File: src/rtl/fft_stream_host_if.sv
// fft_stream_host_if
// Channel bundle between the FFT stream host and the FFT AXI bridge.
//   AW side : o_AWDATA / o_AWVALID (host -> bridge), i_AWREADY (bridge -> host)
//   status  : i_DATA_LOADED (bridge -> host), high with the last sample write
//   AR side : i_ARDATA / i_ARVALID (bridge -> host), o_ARREADY (host -> bridge)
// Signal names keep the host's point of view, so "o_" means driven by the host.
// master modport : the host (initiator)
// slave modport  : the bridge
interface fft_stream_host_if #(
  parameter int DATA_WIDTH = 32
);
  logic [15:0]           o_AWDATA;
  logic                  o_AWVALID;
  logic                  i_AWREADY;
  logic                  i_DATA_LOADED;
  logic                  i_ARVALID;
  logic [DATA_WIDTH-1:0] i_ARDATA;
  logic                  o_ARREADY;

  modport master (
    output o_AWDATA, o_AWVALID, o_ARREADY,
    input  i_AWREADY, i_DATA_LOADED, i_ARVALID, i_ARDATA
  );

  modport slave (
    input  o_AWDATA, o_AWVALID, o_ARREADY,
    output i_AWREADY, i_DATA_LOADED, i_ARVALID, i_ARDATA
  );
endinterface

File: src/rtl/fft_stream_host.sv
// fft_stream_host
// Host-side initiator for the FFT AXI bridge. One frame:
//   1. accept i_START with a non-zero length N (latched),
//   2. move N 16-bit samples from the upstream source onto the bridge AW channel,
//   3. wait for results, take N result words from the AR channel and forward
//      each to the downstream sink together with its bin index 0..N-1,
//   4. pulse o_DONE once the last result has left the output register.
// Ports:
//   i_clk, i_rst            clock (rising edge), asynchronous active-high reset
//   i_START, i_ABORT        frame start (IDLE only) / synchronous abort
//   i_SAMPLES_NUMBER        frame length N
//   i_SRC_VALID/DATA,
//   o_SRC_READY             upstream sample source
//   bridge                  AW/AR channels and i_DATA_LOADED (master modport)
//   o_RES_VALID/DATA/INDEX,
//   i_RES_READY             downstream result sink (registered outputs)
//   o_BUSY, o_DONE, o_ERROR frame status; o_ERROR is sticky until next start
module fft_stream_host #(
  parameter int DATA_WIDTH = 32,
  parameter int CNT_WIDTH  = 12
) (
  input  logic                  i_clk,
  input  logic                  i_rst,
  input  logic                  i_START,
  input  logic                  i_ABORT,
  input  logic [CNT_WIDTH-1:0]  i_SAMPLES_NUMBER,
  input  logic                  i_SRC_VALID,
  input  logic [15:0]           i_SRC_DATA,
  output logic                  o_SRC_READY,
  fft_stream_host_if.master     bridge,
  output logic                  o_RES_VALID,
  output logic [DATA_WIDTH-1:0] o_RES_DATA,
  output logic [CNT_WIDTH-1:0]  o_RES_INDEX,
  input  logic                  i_RES_READY,
  output logic                  o_BUSY,
  output logic                  o_DONE,
  output logic                  o_ERROR
);

  typedef enum logic [2:0] {
    IDLE,
    SEND,
    WAIT_CALC,
    RECV,
    DONE
  } state_t;

  state_t state, state_nx;

  logic [CNT_WIDTH-1:0]  n_lat;
  logic [CNT_WIDTH-1:0]  last_idx;
  logic [CNT_WIDTH-1:0]  load_cnt;
  logic [CNT_WIDTH-1:0]  ack_cnt;
  logic [CNT_WIDTH-1:0]  rcv_cnt;

  logic [15:0]           aw_data_q;
  logic                  aw_valid_q;
  logic                  res_valid_q;
  logic [DATA_WIDTH-1:0] res_data_q;
  logic [CNT_WIDTH-1:0]  res_index_q;
  logic                  done_q;
  logic                  error_q;

  logic start_acc;
  logic start_zero;
  logic abort_act;
  logic src_ready;
  logic ar_ready;
  logic src_hs;
  logic aw_hs;
  logic ar_hs;
  logic sink_hs;
  logic last_ack;
  logic last_rcv;
  logic dl_error;
  logic done_fire;

  // n_lat is never zero outside IDLE, so last_idx cannot wrap while it matters.
  assign last_idx   = n_lat - CNT_WIDTH'(1);
  assign last_ack   = (ack_cnt == last_idx);
  assign last_rcv   = (rcv_cnt == last_idx);

  assign start_acc  = (state == IDLE) && i_START && (i_SAMPLES_NUMBER != '0);
  assign start_zero = (state == IDLE) && i_START && (i_SAMPLES_NUMBER == '0);
  assign abort_act  = i_ABORT && (state != IDLE);

  // Both ready signals are withheld during an abort so that neither side
  // believes a transfer happened in a cycle whose state is being discarded.
  assign src_ready  = (state == SEND) && !i_ABORT && (load_cnt < n_lat) &&
                      (!aw_valid_q || bridge.i_AWREADY);
  assign ar_ready   = ((state == WAIT_CALC) || (state == RECV)) && !i_ABORT &&
                      (!res_valid_q || i_RES_READY);

  assign src_hs     = src_ready && i_SRC_VALID;
  assign aw_hs      = (state == SEND) && aw_valid_q && bridge.i_AWREADY;
  assign ar_hs      = ar_ready && bridge.i_ARVALID;
  assign sink_hs    = res_valid_q && i_RES_READY;

  // The bridge may only flag "loaded" together with the final AW handshake.
  assign dl_error   = (state == SEND) && bridge.i_DATA_LOADED && !(aw_hs && last_ack);

  // State register.
  always_ff @(posedge i_clk or posedge i_rst) begin
    if (i_rst) begin
      state <= IDLE;
    end else begin
      state <= state_nx;
    end
  end

  // Next-state logic. With N==1 the first AR handshake is also the last one,
  // so WAIT_CALC may go straight to DONE. Abort overrides everything.
  always_comb begin
    state_nx  = state;
    done_fire = 1'b0;
    case (state)
      IDLE: begin
        if (start_acc) state_nx = SEND;
      end
      SEND: begin
        if (aw_hs && last_ack) state_nx = WAIT_CALC;
      end
      WAIT_CALC: begin
        if (ar_hs) state_nx = last_rcv ? DONE : RECV;
      end
      RECV: begin
        if (ar_hs && last_rcv) state_nx = DONE;
      end
      DONE: begin
        if (!res_valid_q || i_RES_READY) begin
          done_fire = 1'b1;
          state_nx  = IDLE;
        end
      end
      default: state_nx = IDLE;
    endcase
    if (abort_act) begin
      state_nx  = IDLE;
      done_fire = 1'b0;
    end
  end

  // Frame length and progress counters. A start only happens in IDLE, so it
  // never coincides with any handshake.
  always_ff @(posedge i_clk or posedge i_rst) begin
    if (i_rst) begin
      n_lat    <= '0;
      load_cnt <= '0;
      ack_cnt  <= '0;
      rcv_cnt  <= '0;
    end else if (abort_act) begin
      load_cnt <= '0;
      ack_cnt  <= '0;
      rcv_cnt  <= '0;
    end else begin
      if (start_acc) begin
        n_lat    <= i_SAMPLES_NUMBER;
        load_cnt <= '0;
        ack_cnt  <= '0;
        rcv_cnt  <= '0;
      end
      if (src_hs) load_cnt <= load_cnt + CNT_WIDTH'(1);
      if (aw_hs)  ack_cnt  <= ack_cnt + CNT_WIDTH'(1);
      if (ar_hs)  rcv_cnt  <= rcv_cnt + CNT_WIDTH'(1);
    end
  end

  // AW output register: a new load replaces the word even when the current
  // one is being accepted in the same cycle, which gives one sample per cycle.
  // Without a load, an accepted word simply empties the register.
  always_ff @(posedge i_clk or posedge i_rst) begin
    if (i_rst) begin
      aw_data_q  <= '0;
      aw_valid_q <= 1'b0;
    end else if (abort_act) begin
      aw_valid_q <= 1'b0;
    end else if (src_hs) begin
      aw_data_q  <= i_SRC_DATA;
      aw_valid_q <= 1'b1;
    end else if (aw_hs) begin
      aw_valid_q <= 1'b0;
    end
  end

  // Result output register, same replace-or-drain scheme as the AW side.
  always_ff @(posedge i_clk or posedge i_rst) begin
    if (i_rst) begin
      res_valid_q <= 1'b0;
      res_data_q  <= '0;
      res_index_q <= '0;
    end else if (abort_act) begin
      res_valid_q <= 1'b0;
    end else if (ar_hs) begin
      res_valid_q <= 1'b1;
      res_data_q  <= bridge.i_ARDATA;
      res_index_q <= rcv_cnt;
    end else if (sink_hs) begin
      res_valid_q <= 1'b0;
    end
  end

  // Status flags: o_DONE is a registered one-cycle pulse, o_ERROR is sticky
  // and only an accepted start clears it.
  always_ff @(posedge i_clk or posedge i_rst) begin
    if (i_rst) begin
      done_q  <= 1'b0;
      error_q <= 1'b0;
    end else begin
      done_q <= done_fire;
      if (abort_act || start_zero || dl_error) begin
        error_q <= 1'b1;
      end else if (start_acc) begin
        error_q <= 1'b0;
      end
    end
  end

  assign o_SRC_READY      = src_ready;
  assign bridge.o_AWDATA  = aw_data_q;
  assign bridge.o_AWVALID = aw_valid_q;
  assign bridge.o_ARREADY = ar_ready;
  assign o_RES_VALID      = res_valid_q;
  assign o_RES_DATA       = res_data_q;
  assign o_RES_INDEX      = res_index_q;
  assign o_BUSY           = (state != IDLE);
  assign o_DONE           = done_q;
  assign o_ERROR          = error_q;

endmodule

File: src/flat_wrapper.sv
// flat-port wrapper written by rule: the top's interface ports become plain ports
module fft_stream_host_flat 
#(
  parameter int DATA_WIDTH = 32,
  parameter int CNT_WIDTH  = 12
)
  (i_clk, i_rst, i_START, i_ABORT, i_SAMPLES_NUMBER, i_SRC_VALID, i_SRC_DATA, o_SRC_READY, o_RES_VALID, o_RES_DATA, o_RES_INDEX, i_RES_READY, o_BUSY, o_DONE, o_ERROR, bridge_o_AWDATA, bridge_o_AWVALID, bridge_o_ARREADY, bridge_i_AWREADY, bridge_i_DATA_LOADED, bridge_i_ARVALID, bridge_i_ARDATA);
  fft_stream_host_if #(.DATA_WIDTH(DATA_WIDTH)) bridge_i ();
  input  logic i_clk;
  input  logic i_rst;
  input  logic i_START;
  input  logic i_ABORT;
  input  logic [CNT_WIDTH-1:0] i_SAMPLES_NUMBER;
  input  logic i_SRC_VALID;
  input  logic [15:0] i_SRC_DATA;
  output logic o_SRC_READY;
  output logic o_RES_VALID;
  output logic [DATA_WIDTH-1:0] o_RES_DATA;
  output logic [CNT_WIDTH-1:0] o_RES_INDEX;
  input  logic i_RES_READY;
  output logic o_BUSY;
  output logic o_DONE;
  output logic o_ERROR;
  output wire logic [$bits(bridge_i.o_AWDATA)-1:0] bridge_o_AWDATA;
  output wire logic [$bits(bridge_i.o_AWVALID)-1:0] bridge_o_AWVALID;
  output wire logic [$bits(bridge_i.o_ARREADY)-1:0] bridge_o_ARREADY;
  input wire logic [$bits(bridge_i.i_AWREADY)-1:0] bridge_i_AWREADY;
  input wire logic [$bits(bridge_i.i_DATA_LOADED)-1:0] bridge_i_DATA_LOADED;
  input wire logic [$bits(bridge_i.i_ARVALID)-1:0] bridge_i_ARVALID;
  input wire logic [$bits(bridge_i.i_ARDATA)-1:0] bridge_i_ARDATA;
  assign bridge_o_AWDATA = bridge_i.o_AWDATA;
  assign bridge_o_AWVALID = bridge_i.o_AWVALID;
  assign bridge_o_ARREADY = bridge_i.o_ARREADY;
  assign bridge_i.i_AWREADY = bridge_i_AWREADY;
  assign bridge_i.i_DATA_LOADED = bridge_i_DATA_LOADED;
  assign bridge_i.i_ARVALID = bridge_i_ARVALID;
  assign bridge_i.i_ARDATA = bridge_i_ARDATA;
  fft_stream_host #(.DATA_WIDTH(DATA_WIDTH), .CNT_WIDTH(CNT_WIDTH)) u_core (.i_clk(i_clk), .i_rst(i_rst), .i_START(i_START), .i_ABORT(i_ABORT), .i_SAMPLES_NUMBER(i_SAMPLES_NUMBER), .i_SRC_VALID(i_SRC_VALID), .i_SRC_DATA(i_SRC_DATA), .o_SRC_READY(o_SRC_READY), .bridge(bridge_i), .o_RES_VALID(o_RES_VALID), .o_RES_DATA(o_RES_DATA), .o_RES_INDEX(o_RES_INDEX), .i_RES_READY(i_RES_READY), .o_BUSY(o_BUSY), .o_DONE(o_DONE), .o_ERROR(o_ERROR));
endmodule
File: config.mk
export PLATFORM = sky130hd
export DESIGN_NAME = fft_stream_host_flat
export DESIGN_NICKNAME = d
export VERILOG_FILES = /design/src/rtl/fft_stream_host_if.sv /design/src/rtl/fft_stream_host.sv /design/src/flat_wrapper.sv
export SDC_FILE = /design/constraint.sdc
export NUM_CORES = 1
export LEC_CHECK = 0
export ABC_AREA = 1
export ABC_CLOCK_PERIOD_IN_PS = 4500
export CAP_MARGIN = 20
export CORE_AREA = 4 4 128 130
export CTS_CLUSTER_DIAMETER = 200
export DETAILED_ROUTE_END_ITERATION = 10
export DIE_AREA = 0 0 132 134
export DONT_BUFFER_PORTS = 1
export PLACE_DENSITY = 0.53
export SLEW_MARGIN = 30
export SYNTH_ARGS = -nofsm -noshare
export SYNTH_HDL_FRONTEND = slang
export SYNTH_SLANG_ARGS = --single-unit
export TNS_END_PERCENT = 30
File: constraint.sdc
create_clock -name i_clk -period 4.5 [get_ports i_clk]
set_input_delay 0.675 -clock i_clk [delete_from_list [all_inputs] [get_ports i_clk]]
set_output_delay 0.675 -clock i_clk [all_outputs]
set_load 0.02 [all_outputs]
==> out/qor.log <==
INFO  layout         fin_nets=848
INFO  global_routing maximum_number_of_pins_on_one_net_before_global_route_repair=57
INFO  routing        avgViaCountPerCell=5.18
INFO  critical_path  timing.rr.end=u_core.load_cnt[10]
INFO  logic_synthesis mappedNetlistNets=842
INFO  pwr            cellPowerDensity=634nW/µm²
INFO  logic_synthesis synthCells=758
INFO  clock_network  cts_setup_buffers=0
INFO  layout         post-route-cell-area=6710µm²
INFO  sta            maxSlewViolCount=0
INFO  sta            setup-violations-final=0
INFO  pwr            leakage_dissipation=3.24nW
INFO  routing        drt_drc_violations_left=0
INFO  global_routing grt_ovf=0
INFO  critical_path  crit_required=4.76ns
INFO  routing        via_count=4995
INFO  logic_synthesis yosys_register_bits=115
INFO  routing        drt-wirelength-per-cell=16.4µm
INFO  pwr            vdd.ir_drop.worst=0.338mV
INFO  placement      place_congestion=0.874
INFO  pwr            p_total=4.26mW
INFO  status         status=finished clean
INFO  logic_synthesis yosys_warnings=0
INFO  layout         antenna-diode-count=0
INFO  clock_network  clk-insertion-delay-late=0.42ns
INFO  sta            hold-worst-slack=0.0917ns
INFO  critical_path  worstSetupPathType=register to register
INFO  sta            max_freq=0.347GHz
INFO  sta            min_period=2.88ns
INFO  logic_synthesis synth_sequential_area_ratio=0.482
INFO  layout         drive_above_1_share=0.0914
INFO  global_routing grt_pass1_wl=25.8mm
INFO  routing        drt-initial-drc-count=311
INFO  floorplan      boundaryPins=136
INFO  floorplan      fp.dieArea=17700µm²
INFO  clock_network  cts_buffers=17
INFO  floorplan      core.rowCount=45
INFO  layout         filler_cell_count=1450
INFO  clock_network  cts_repair_resized_insts=0
INFO  critical_path  r2r_cells=10
INFO  layout         seqCellArea=2880µm²
INFO  logic_synthesis synthesis.area_per_instance=7.87µm²
INFO  routing        wl_met1=6.74mm
INFO  job            max-cap-violations=0
INFO  sta            final-hold-violation-count=0
INFO  sta            min_period_over_period=0.640
INFO  layout         multi_input_comb_area=2690µm²
INFO  critical_path  timing.critical_path.to_type=register
INFO  clock_network  cts.hold.buffers_added=0
INFO  critical_path  data_arrival_critical_path=3.14ns
INFO  clock_network  h_tree_depth_reported_by_cts=4
INFO  sta            timing.max_slew.rel_slack=0.481
INFO  routing        wl_met3=1.15mm
INFO  critical_path  rrSetupSlack=1.62ns
INFO  routing        antenna_violating_nets_post_route=0
INFO  routing        wl_met2=7.58mm
INFO  global_routing grt_pass1_vias=5107
INFO  logic_synthesis synthDistinctLibCells=37
INFO  routing        firstDrtPassIters=5
INFO  sta            tightest_slew=0.778ns
INFO  critical_path  crit_path_max_fanout=43
INFO  clock_network  tritoncts=built
INFO  clock_network  cts.path.max_buffers=2
INFO  layout         flow.area_growth_from_synthesis=12.5%
INFO  worst_hold_path worstHoldPathType=input port to asynchronous set/reset pin
INFO  clock_network  path_clk_slew=0.06ns
INFO  clock_network  clk_root_buf=clkbuf_16
INFO  critical_path  worst_setup_path_start_kind=register
INFO  floorplan      initial_utilization=0.394
INFO  sta            finalSetupTns=0ns
INFO  clock_network  clock_sink_count=115
INFO  routing        routed.top_layer=met4
INFO  global_routing grtUsageTotal=0.182
INFO  logic_synthesis synth_area=5970µm²
INFO  global_routing antenna_found_initial=0
INFO  placement      dp_hpwl=12.0mm
INFO  floorplan      placeableCoreArea=15100µm²
INFO  sta            unrepaired_setup_endpoints_after_global_routing=no
INFO  floorplan      dieWidth=132µm
INFO  floorplan      die_h=134µm
INFO  critical_path  reg2reg_from=u_core.n_lat[9]
INFO  placement      placement.cell_area=6150µm²
INFO  placement      number_of_buffer_cells_added_on_primary_ports=0
INFO  routing        routed_wirelength=15.8mm
INFO  sta            skew=0.00582ns
## cells in the final DEF, fill, tap and decap left out, drive strengths merged, types with 2 or more instances in the layout
| master | instances |
|---|---|
| ha | 15 |
| buf | 4 |
| nor3 | 14 |
| dfrtp | 115 |
| nand4 | 4 |
| o22ai | 15 |
| clkbuf | 20 |
| nand2 | 246 |
| nand3 | 74 |
| clkinv | 7 |
| nor2 | 62 |
| o32ai | 2 |
| a211oi | 2 |
| a31oi | 3 |
| clkinvlp | 3 |
| nor4 | 7 |
| xor2 | 16 |
| o21ai | 51 |
| inv | 86 |
| a21oi | 24 |
## synth_stat cells (all sizes together)
cell | instances | area (µm²)
nand2 | 246 | 946
dfrtp | 115 | 2880
inv | 84 | 315
nand3 | 74 | 385
nor2 | 62 | 270
o21ai | 51 | 259
a21oi | 24 | 120
xor2 | 16 | 140
ha | 15 | 188
o22ai | 15 | 93.8
nor3 | 14 | 91.3
buf | 10 | 55.1
clkbuf | 7 | 26.3
nor4 | 7 | 43.8
nand4 | 4 | 25.0
a31oi | 3 | 18.8
a211oi | 2 | 20.0
o32ai | 2 | 17.5
a2111oi | 1 | 27.5
a21boi | 1 | 11.3
and2 | 1 | 6.26
clkinv | 1 | 3.75
o21bai | 1 | 7.51
o31ai | 1 | 7.51
xnor2 | 1 | 8.76
## worst max-delay path, cell delays in order, from the launching register on
cell,delay [ns]
dfrtp_1,0.41
inv_1,0.14
ha_1,0.26
a21oi_1,0.18
o21ai_2,0.09
a2111oi_4,0.24
nand3_2,0.66
nand2_2,0.47
inv_2,0.12
nand2_1,0.07
o21ai_0,0.08
## stage by stage
| stage | std cells | utilization | setup WS (ns) |
|---|---|---|---|
| 6_report | 965 | 0.443 | 1.62 |
| 2_1_floorplan | 758 | - | 0.781 |
| 3_3_place_gp | 933 | 0.406 | 1.73 |
| 4_1_cts | 965 | 0.443 | 1.61 |
| 3_5_place_dp | 933 | 0.406 | 1.60 |
| 5_1_grt | 965 | 0.443 | 1.27 |
## logic make-up after synthesis
logic type	synth area share
AO/OA/AOI/OAI	0.0977
adder cells (fa/ha/maj)	0.0315
buffers and inverters	0.0671
XOR/XNOR	0.0250
flip-flops	0.482
AND/OR/NAND/NOR	0.296
## routing by layer
| metal | vias to the layer above | GRT usage |
|---|---|---|
| li1 | 2474 | - |
| met1 | 2324 | 0.225 |
| met2 | 168 | 0.294 |
| met3 | 29 | 0.0608 |
| met4 | 0 | 0.0782 |
| met5 | - | 0 |
## power by group
group	internal (mW)	switching [mW]	total, mW	leakage [nW]
Combinational	0.345	0.714	1.06	1.49
Clock	0.773	0.492	1.26	0.267
Sequential	1.34	0.590	1.93	1.49
Total	2.46	1.80	4.26	3.24
## sequential cells by signal, summed over array words and instances, names as in the netlist
register,flops
u_core.o_RES_VALID,1
u_core.load_cnt,12
u_core.bridge.o_AWDATA,16
u_core.o_DONE,1
u_core.rcv_cnt,12
u_core.o_RES_DATA,32
u_core.n_lat,12
u_core.ack_cnt,12
u_core.state,3
u_core.o_ERROR,1
u_core.o_RES_INDEX,12
u_core.bridge.o_AWVALID,1
## final cells by class
type                    instances  area share
flip-flops and latches        115       0.429
multi-input cells             541       0.401
clock buffers                  20      0.0666
inverters                      85      0.0479
well taps                     188      0.0351
clock inverters                12      0.0160
repair buffers                  4     0.00448
## worst max path at each step
stage | cells past startpoint | end | from
final | 10 | u_core.load_cnt[10] | u_core.n_lat[9]
after CTS | 10 | u_core.load_cnt[10] | u_core.n_lat[9]
after global placement | 10 | u_core.load_cnt[10] | u_core.n_lat[9]
after floorplan | 1 | u_core.ack_cnt[0] | i_rst
after global routing | 10 | u_core.load_cnt[10] | u_core.n_lat[9]
after detailed placement | 10 | u_core.load_cnt[10] | u_core.n_lat[9]
No activity file was read; power rests on OpenSTA's default activity.
